**config.mk**
```make
export PLATFORM = sky130hd
export DESIGN_NAME = wt_mem_ctrl
export DESIGN_NICKNAME = d
export VERILOG_FILES = /design/src/rtl/wt_mem_ctrl.sv
export SDC_FILE = /design/constraint.sdc
export NUM_CORES = 1
export LEC_CHECK = 0
export ABC_AREA = 0
export ABC_CLOCK_PERIOD_IN_PS = 3710
export CAP_MARGIN = 40
export CORE_MARGIN = 2
export CORE_UTILIZATION = 40
export CTS_BUF_LIST = sky130_fd_sc_hd__clkbuf_16
export CTS_CLUSTER_DIAMETER = 100
export DETAILED_ROUTE_END_ITERATION = 8
export REMOVE_ABC_BUFFERS = 1
export SKIP_LAST_GASP = 1
export SYNTH_ARGS = -nofsm -noshare
export SYNTH_HDL_FRONTEND = slang
export SYNTH_SLANG_ARGS = --single-unit
```
**constraint.sdc**
```tcl
create_clock -name clk -period 3.71 [get_ports clk]
set_input_delay 0.742 -clock clk [delete_from_list [all_inputs] [get_ports clk]]
set_output_delay 0.742 -clock clk [all_outputs]
set_load 0.005 [all_outputs]
```
**src/rtl/wt_mem_ctrl.sv**
```systemverilog
// Memory-side controller for a write-through data cache: posted write buffer drained one beat at
// a time, plus line refill sequencing, sharing a single registered memory port.
module wt_mem_ctrl #(
  parameter int unsigned ADDR_WIDTH = 32,
  parameter int unsigned DATA_WIDTH = 32,
  parameter int unsigned LINE_WORDS = 4,
  parameter int unsigned WB_DEPTH   = 4
) (
  input  logic                          clk,
  input  logic                          rst,
  input  logic                          wr_valid,
  input  logic [ADDR_WIDTH-1:0]         wr_addr,
  input  logic [DATA_WIDTH-1:0]         wr_data,
  input  logic [3:0]                    wr_strb,
  output logic                          wr_ready,
  input  logic                          refill_req,
  input  logic [ADDR_WIDTH-1:0]         refill_addr,
  output logic                          refill_wvalid,
  output logic [$clog2(LINE_WORDS)-1:0] refill_widx,
  output logic [DATA_WIDTH-1:0]         refill_wdata,
  output logic                          refill_done,
  output logic                          busy,
  output logic                          mem_req,
  output logic                          mem_we,
  output logic [ADDR_WIDTH-1:0]         mem_addr,
  output logic [DATA_WIDTH-1:0]         mem_wdata,
  output logic [3:0]                    mem_wstrb,
  input  logic                          mem_ready,
  input  logic [DATA_WIDTH-1:0]         mem_rdata
);

  localparam int unsigned BW = $clog2(LINE_WORDS);
  localparam int unsigned PW = $clog2(WB_DEPTH);
  localparam logic [BW-1:0] LastBeat = BW'(LINE_WORDS - 1);
  localparam logic [ADDR_WIDTH-1:0] LineMask = ~(ADDR_WIDTH'(LINE_WORDS * 4 - 1));
  localparam logic [PW:0] Depth = (PW + 1)'(WB_DEPTH);

  typedef enum logic [1:0] {StIdle, StWrite, StRefill, StDone} state_e;

  state_e state_q, state_d;

  // Write buffer storage (data only, no reset needed)
  logic [ADDR_WIDTH-1:0] wb_addr_q [WB_DEPTH];
  logic [DATA_WIDTH-1:0] wb_data_q [WB_DEPTH];
  logic [3:0]            wb_strb_q [WB_DEPTH];

  logic [PW-1:0] wr_ptr_q, rd_ptr_q, nxt_idx;
  logic [PW:0]   count_q, count_d;
  logic [BW-1:0] beat_q, beat_d;
  logic          pending_q, pending_d;
  logic          push, pop;

  logic                  mem_req_d, mem_we_d;
  logic [ADDR_WIDTH-1:0] mem_addr_d;
  logic [DATA_WIDTH-1:0] mem_wdata_d;
  logic [3:0]            mem_wstrb_d;

  // Stores are held off while any refill is requested or in flight
  assign wr_ready = (count_q < Depth) && !pending_q && !refill_req &&
                    ((state_q == StIdle) || (state_q == StWrite));
  assign push     = wr_valid && wr_ready;
  assign pop      = (state_q == StWrite) && mem_req && mem_ready;
  assign nxt_idx  = rd_ptr_q + PW'(1);

  assign refill_widx  = beat_q;
  assign refill_wdata = refill_wvalid ? mem_rdata : '0;
  assign busy         = (state_q != StIdle) || (count_q != '0) || refill_req;

  // Buffer storage write port
  always_ff @(posedge clk) begin
    if (push) begin
      wb_addr_q[wr_ptr_q] <= wr_addr;
      wb_data_q[wr_ptr_q] <= wr_data;
      wb_strb_q[wr_ptr_q] <= wr_strb;
    end
  end

  // Occupancy update; push and pop together leave count unchanged
  always_comb begin
    count_d = count_q;
    unique case ({push, pop})
      2'b10:   count_d = count_q + (PW + 1)'(1);
      2'b01:   count_d = count_q - (PW + 1)'(1);
      default: count_d = count_q;
    endcase
  end

  // Next-state, memory port next values and refill beat strobes
  always_comb begin
    state_d       = state_q;
    beat_d        = beat_q;
    pending_d     = pending_q;
    mem_req_d     = mem_req;
    mem_we_d      = mem_we;
    mem_addr_d    = mem_addr;
    mem_wdata_d   = mem_wdata;
    mem_wstrb_d   = mem_wstrb;
    refill_wvalid = 1'b0;
    refill_done   = 1'b0;

    if (refill_req && ((state_q == StIdle) || (state_q == StWrite))) pending_d = 1'b1;

    unique case (state_q)
      StIdle: begin
        if (count_q != '0) begin
          state_d     = StWrite;
          mem_req_d   = 1'b1;
          mem_we_d    = 1'b1;
          mem_addr_d  = wb_addr_q[rd_ptr_q];
          mem_wdata_d = wb_data_q[rd_ptr_q];
          mem_wstrb_d = wb_strb_q[rd_ptr_q];
        end else if (refill_req) begin
          state_d     = StRefill;
          pending_d   = 1'b0;
          beat_d      = '0;
          mem_req_d   = 1'b1;
          mem_we_d    = 1'b0;
          mem_addr_d  = refill_addr & LineMask;
          mem_wdata_d = '0;
          mem_wstrb_d = 4'b0000;
        end
      end
      StWrite: begin
        if (mem_ready) begin
          if (count_q > (PW + 1)'(1)) begin
            mem_addr_d  = wb_addr_q[nxt_idx];
            mem_wdata_d = wb_data_q[nxt_idx];
            mem_wstrb_d = wb_strb_q[nxt_idx];
          end else if (push) begin
            // Buffer drains to the entry being pushed right now: forward it
            mem_addr_d  = wr_addr;
            mem_wdata_d = wr_data;
            mem_wstrb_d = wr_strb;
          end else begin
            state_d     = StIdle;
            mem_req_d   = 1'b0;
            mem_we_d    = 1'b0;
            mem_addr_d  = '0;
            mem_wdata_d = '0;
            mem_wstrb_d = 4'b0000;
          end
        end
      end
      StRefill: begin
        if (mem_ready) begin
          refill_wvalid = 1'b1;
          if (beat_q == LastBeat) begin
            state_d    = StDone;
            mem_req_d  = 1'b0;
            mem_addr_d = '0;
          end else begin
            beat_d     = beat_q + BW'(1);
            mem_addr_d = mem_addr + ADDR_WIDTH'(4);
          end
        end
      end
      StDone: begin
        refill_done = 1'b1;
        beat_d      = '0;
        state_d     = StIdle;
      end
      default: state_d = StIdle;
    endcase
  end

  // Control state and registered memory port
  always_ff @(posedge clk) begin
    if (rst) begin
      state_q   <= StIdle;
      wr_ptr_q  <= '0;
      rd_ptr_q  <= '0;
      count_q   <= '0;
      beat_q    <= '0;
      pending_q <= 1'b0;
      mem_req   <= 1'b0;
      mem_we    <= 1'b0;
      mem_addr  <= '0;
      mem_wdata <= '0;
      mem_wstrb <= 4'b0000;
    end else begin
      state_q   <= state_d;
      count_q   <= count_d;
      beat_q    <= beat_d;
      pending_q <= pending_d;
      if (push) wr_ptr_q <= wr_ptr_q + PW'(1);
      if (pop)  rd_ptr_q <= nxt_idx;
      mem_req   <= mem_req_d;
      mem_we    <= mem_we_d;
      mem_addr  <= mem_addr_d;
      mem_wdata <= mem_wdata_d;
      mem_wstrb <= mem_wstrb_d;
    end
  end

endmodule

```
==> results of run 1 <==
-- routing by layer --
layer	GRT usage	share of wire	vias up
met5	0	0.00057	-
met4	0.0792	0.024	4
met3	0.0529	0.082	88
met2	0.382	0.48	537
met1	0.301	0.41	6271
li1	-	-	5326
-- stage by stage --
| step | hold WS [ns] | area, um2 | power [mW] |
|---|---|---|---|
| after floorplan | 0.454 | 16600 | 7.64 |
| final | 0.497 | 21600 | 13.6 |
| after global routing | 0.518 | 21600 | 14.3 |
| after CTS | 0.491 | 21600 | 13.7 |
| after global placement | 0.472 | 20300 | 9.93 |
| after detailed placement | 0.482 | 20400 | 10.0 |
-- where the power goes --
part | leakage, nW | internal, mW | switching, mW
registers | 3.15 | 4.86 | 0.536
clock network | 0.655 | 2.04 | 1.63
logic | 3.18 | 2.12 | 2.45
-- area by class of cell --
cell class	count	area (um2)
inverters	16	60.1
fillers	3616	20500
flip-flops and latches	356	9860
clock inverters	34	204
well taps	539	674
multi-input cells	718	6750
clock buffers	40	1000
diodes	4	10.0
repair buffers	292	3010
-- cells by family after synthesis --
| group | after synthesis | share of synthesized area |
|---|---|---|
| XOR/XNOR | 10 | 0.00514 |
| AO/OA/AOI/OAI | 241 | 0.105 |
| multiplexers | 147 | 0.187 |
| flip-flops | 356 | 0.578 |
| buffers and inverters | 116 | 0.0283 |
| adder cells (fa/ha/maj) | 14 | 0.0103 |
| AND/OR/NAND/NOR | 306 | 0.0863 |
-- flip-flops by register name, indices dropped and copies added, names as in the netlist, named ones only --
name / count
wb_addr_q: 128
wb_strb_q: 16
refill_widx: 2
mem_we: 1
mem_wdata: 32
mem_req: 1
rd_ptr_q: 2
state_q: 2
wr_ptr_q: 2
mem_wstrb: 4
pending_q: 1
mem_addr: 32
count_q: 3
wb_data_q: 128
-- worst min-delay path, delay by kind of cell (launching register included) --
kind	cells	cell delay [ns]
DFF	1	0.31
and+or+nand+nor	1	0.09
AOI/OAI and AO/OA	1	0.05
-- synthesized netlist by cell type (all sizes together) (7+ instances only) --
library cell,count
edfxtp,272
mux4,136
nand2,100
dfxtp,84
nor2,80
clkbuf,61
a311oi,39
buf,39
and3,38
a22oi,37
a21oi,36
o21ai,27
nand3,22
a221oi,20
inv,16
ha,14
a31oi,11
nor3,11
nand4,10
nor4,9
a21o,8
and2,7
or3,7
-- cells in the final DEF (no fill, tap or decap), types with 7 or more instances in the layout --
cell and instances:
nand3_1 22, or3_1 7, inv_1 31, buf_12 17
clkdlybuf4s50_1 239, edfxtp_1 272, and3_1 38, nand4_1 10
nor3_1 10, clkbuf_16 40, dfxtp_1 80, clkinv_2 10
mux4_2 136, a21o_1 8, nand2_1 100, a21oi_1 36
ha_1 14, a31oi_1 11, nor2_1 78, buf_4 34
o21ai_0 27, a311oi_1 39, a221oi_1 20, a22oi_1 37
-- worst max-delay path by stage --
| stage | start | to | slack [ns] | cells after the start |
|---|---|---|---|---|
| floorplan | register | mem_addr[30]$_SDFFE_PP0P_ | -0.06 | 5 |
| CTS | state_q[1]$_SDFFE_PP0P_ | wr_ready | 0.47 | 6 |
| global route | state_q[1]$_SDFFE_PP0P_ | wr_ready | 0.39 | 6 |
| global placement | mem_ready | mem_addr[16]$_SDFFE_PP0P_ | 0.56 | 6 |
| finish | state_q[1]$_SDFFE_PP0P_ | wr_ready | 0.54 | 6 |
| detailed placement | mem_ready | mem_addr[29]$_SDFFE_PP0P_ | 0.55 | 6 |
==> reports/metrics.csv, run 1 <==
metric;value;unit
status;finished, final reports clean;
wl_per_cell;25.6;um
netlist.area_leader.share;0.479;
vdd_drop_max;0.352;mV
cts-root-buf;clkbuf_16;
synth_seq_cells;356;
reg2reg_depth;8;
synth_edf_count;272;
wirelength;51200;um
grt_max_degree;74;
min_period;3.17;ns
drc;0;
final_layout_size_suffix_gt1_frac;0.190;
core;42000;um2
p_leak;6.99;nW
yosysTopAreaCell;edfxtp_1;
min_to;mem_wdata[7]$_SDFFE_PP0P_;
insertion_delay;0.58;ns
vias_per_cell;6.12;
pre_cts_slack;0.553;ns
yosysSeqAreaShare;0.578;
crit_slowest_cell;clkdlybuf4s50_1;
skew;0.0180;ns
drt_iter0_drc;927;
cts_inserted_buffers;40;
syn-cell-area;17000;um2
cts_tree;yes;
placementRows;75;
r2r-end;mem_addr[29]$_SDFFE_PP0P_;
post_cts_buffers;0;
slew_viol_final;0;
critPathMaxStageDelay;0.54;ns
pin_count;245;
synth_area_leaders;edfxtp_1, mux4_2, dfxtp_1;
finalCritPeriodShare;0.855;
reg2reg_slack;0.95;ns
globalplace.congestion;0.861;
grt_pass1_vias;12300;
min_from;mem_wdata[7]$_SDFFE_PP0P_;
grt.overflow.total;0;
antenna_found_initial;5;
ctsResizeCount;0;
cp_top_family;buffers and inverters;
grt_use_total;0.231;
worstSetupEndpointType;output pin;
worstHoldPathType;reg -> reg;
cts.path.max_buffers;3;
yosysUniqueCellTypes;68;
nets;1575;
vias;12200;
hold_viol_final;0;
die_width;210;um
synth_cells;1190;
crit_path_cell_trace;inv_1, ha_1, or2_2, nand2_1, nor2_1, clkdlybuf4s50_1;
worstMarginPinSlew;0.873;ns
fmax;315;MHz
cts_htree_levels;2;
r2r_start;state_q[0]$_SDFFE_PP0P_;
fin_util;0.513;
p_per_area;632;nW/um2
start_util;0.405;
instances_no_fill;1999;
criticalPathCategory;reg -> out;
syn_avg_cell_area;14.3;um2
grt_pass1_wl;76600;um
arrival;2.43;ns
place_hpwl;32700;um
cap_violations;0;
die_h;210;um
critPathMaxFanout;11;
finalSetupViolations;0;
synthFlopType;edfxtp_1;
slew_headroom;0.417;
place_inst;1921;
cts_sinks;356;
ant_nets;0;
startpoint_type;register;
clk_transition_reported_paths;0.06;ns
finalSetupTns;0;ns
first_pass_iters;5;
synthArstFlopShare;0;
crit_buf_inv;2;
rsz0062_at_grt;false;
fin_ws;0.537;ns
portBuffers;240;
hold_depth;2;
ctsHoldBuffers;0;
dieArea;44300;um2
ys_warn_count;0;
required;2.97;ns
area_growth;26.6;%
(Power assumes the default switching activity.)
==> run 2: changes to the inputs <==
--- a/config.mk
+++ b/config.mk
@@ -10,7 +10,6 @@
 export CAP_MARGIN = 40
 export CORE_MARGIN = 2
 export CORE_UTILIZATION = 40
-export CTS_BUF_LIST = sky130_fd_sc_hd__clkbuf_16
 export CTS_CLUSTER_DIAMETER = 100
 export DETAILED_ROUTE_END_ITERATION = 8
 export REMOVE_ABC_BUFFERS = 1
==> run 2 against run 1 <==
Against the previous run:
- fmax up 0.17%
- via count shrank 0.25%
- final cell count about the same
- critical path depth did not move
- register-to-register slack is essentially flat
- flip-flop and latch count unchanged
- combinational power about the same
- sequential power hardly changed
- clock skew shrank 0.00096 ns
- largest cell class unchanged
- highest routed layer unchanged
==> reports/metrics.csv, run 2 (synthesis gave the netlist of run 1 again) <==
metric;value;unit
wl_per_cell;25.6;um
pin_count;245;
grt_pass1_wl;76700;um
start_util;0.405;
min_from;mem_wdata[7]$_SDFFE_PP0P_;
grt_pass1_vias;12300;
slew_headroom;0.409;
globalplace.congestion;0.861;
instances_no_fill;1998;
reg2reg_depth;8;
startpoint_type;register;
arrival;2.43;ns
status;finished, final reports clean;
hold_depth;2;
first_pass_iters;5;
wirelength;51200;um
clk_transition_reported_paths;0.06;ns
drt_iter0_drc;933;
critPathMaxStageDelay;0.54;ns
crit_path_cell_trace;inv_1, ha_1, or2_2, nand2_1, nor2_1, clkdlybuf4s50_1;
final_cell_mix;edfxtp_1, clkdlybuf4s50_1, mux4_2;
hold_viol_final;0;
worstMarginPinSlew;0.885;ns
vdd_drop_max;0.352;mV
cts_htree_levels;2;
ant_nets;0;
cts.path.max_buffers;3;
min_to;mem_wdata[7]$_SDFFE_PP0P_;
r2r-end;mem_addr[29]$_SDFFE_PP0P_;
vias_per_cell;6.10;
post_cts_buffers;0;
required;2.97;ns
insertion_delay;0.58;ns
skew;0.0171;ns
core;42000;um2
cts_inserted_buffers;40;
final_layout_size_suffix_gt1_frac;0.193;
portBuffers;240;
cts_sinks;356;
cts-root-buf;clkbuf_16;
worstSetupEndpointType;output pin;
fmax;316;MHz
hold_ws;0.497;ns
fin_util;0.514;
criticalPathCategory;reg -> out;
antenna_found_initial;4;
vias;12200;
slew_viol_final;0;
worstHoldPathType;reg -> reg;
finalCritPeriodShare;0.854;
rsz0062_at_grt;false;
dieArea;44300;um2
r2r_start;state_q[0]$_SDFFE_PP0P_;
layout_commonest_cell;edfxtp_1;
place_hpwl;32700;um
p_leak;6.95;nW
crit_slowest_cell;clkdlybuf4s50_1;
ctsHoldBuffers;0;
nFillCells;3616;
finalSetupViolations;0;
place_inst;1921;
placementRows;75;
grt.overflow.total;0;
grt_max_degree;74;
critPathMaxFanout;11;
cap_violations;0;
cts_tree;yes;
ctsResizeCount;0;
die_width;210;um
min_period;3.17;ns
reg2reg_slack;0.95;ns
area_growth;26.8;%
nets;1575;
die_h;210;um
grt_use_total;0.231;
p_per_area;637;nW/um2
top_regs;wb_addr_q: 128 flops, wb_data_q: 128 flops;
drc;0;
==> run 2: cell types whose count changed in the layout (fill, tap and decap cells not counted) <==
| cell | delta |
|---|---|
| clkbuf_1 | +15 |
| diode_2 | -1 |
| clkinv_1 | -4 |
| inv_1 | -15 |
| clkbuf_8 | +4 |
==> run 2: layout make-up <==
type / instances / area [um2] / area share
multi-input cells: 718 / 6750 / 0.312
flip-flops and latches: 356 / 9860 / 0.456
repair buffers: 292 / 3010 / 0.139
diodes: 3 / 7.51 / 0.000347
inverters: 16 / 60.1 / 0.00278
clock inverters: 15 / 133 / 0.00614
clock buffers: 59 / 1110 / 0.0515
well taps: 539 / 674 / 0.0312
==> run 2: worst max-delay path by stage <==
stage                                  startpoint                         to  depth (start not counted)
after detailed placement                mem_ready  mem_addr[29]$_SDFFE_PP0P_                          6
after CTS                 state_q[1]$_SDFFE_PP0P_                   wr_ready                          6
after global placement                  mem_ready  mem_addr[16]$_SDFFE_PP0P_                          6
after floorplan                          register  mem_addr[30]$_SDFFE_PP0P_                          5
final                     state_q[1]$_SDFFE_PP0P_                   wr_ready                          6
after global routing      state_q[1]$_SDFFE_PP0P_                   wr_ready                          6
==> run 2: power breakdown <==
part | internal (mW) | switching, mW
combinational | 2.12 | 2.45
sequential | 4.86 | 0.535
clock | 2.16 | 1.63
total | 9.15 | 4.62
==> run 2: critical path, delay by kind of cell (launching register included) <==
| kind | cells | cell delay [ns] |
|---|---|---|
| fa+ha+maj | 1 | 0.49 |
| buf+inv | 2 | 0.63 |
| flops | 1 | 0.34 |
| simple gates | 3 | 0.40 |
==> run 2: metrics by stage <==
step                area (um2)  TNS, ns  worst slack, ns  total power, mW
floorplan                16600  -0.0822          -0.0648             7.64
finish                   21600        0            0.542             13.8
global route             21600        0            0.390             14.4
CTS                      21600        0            0.471             13.8
detailed placement       20400        0            0.553             10.0
global placement         20300        0            0.562             9.93
==> run 2: layer usage <==
metal	global-route usage	wire, um	vias to the layer above
met5	0	26	-
met3	0.0505	4270	105
met2	0.383	24700	567
li1	-	-	5319
met4	0.0804	1390	4
met1	0.302	20900	6201
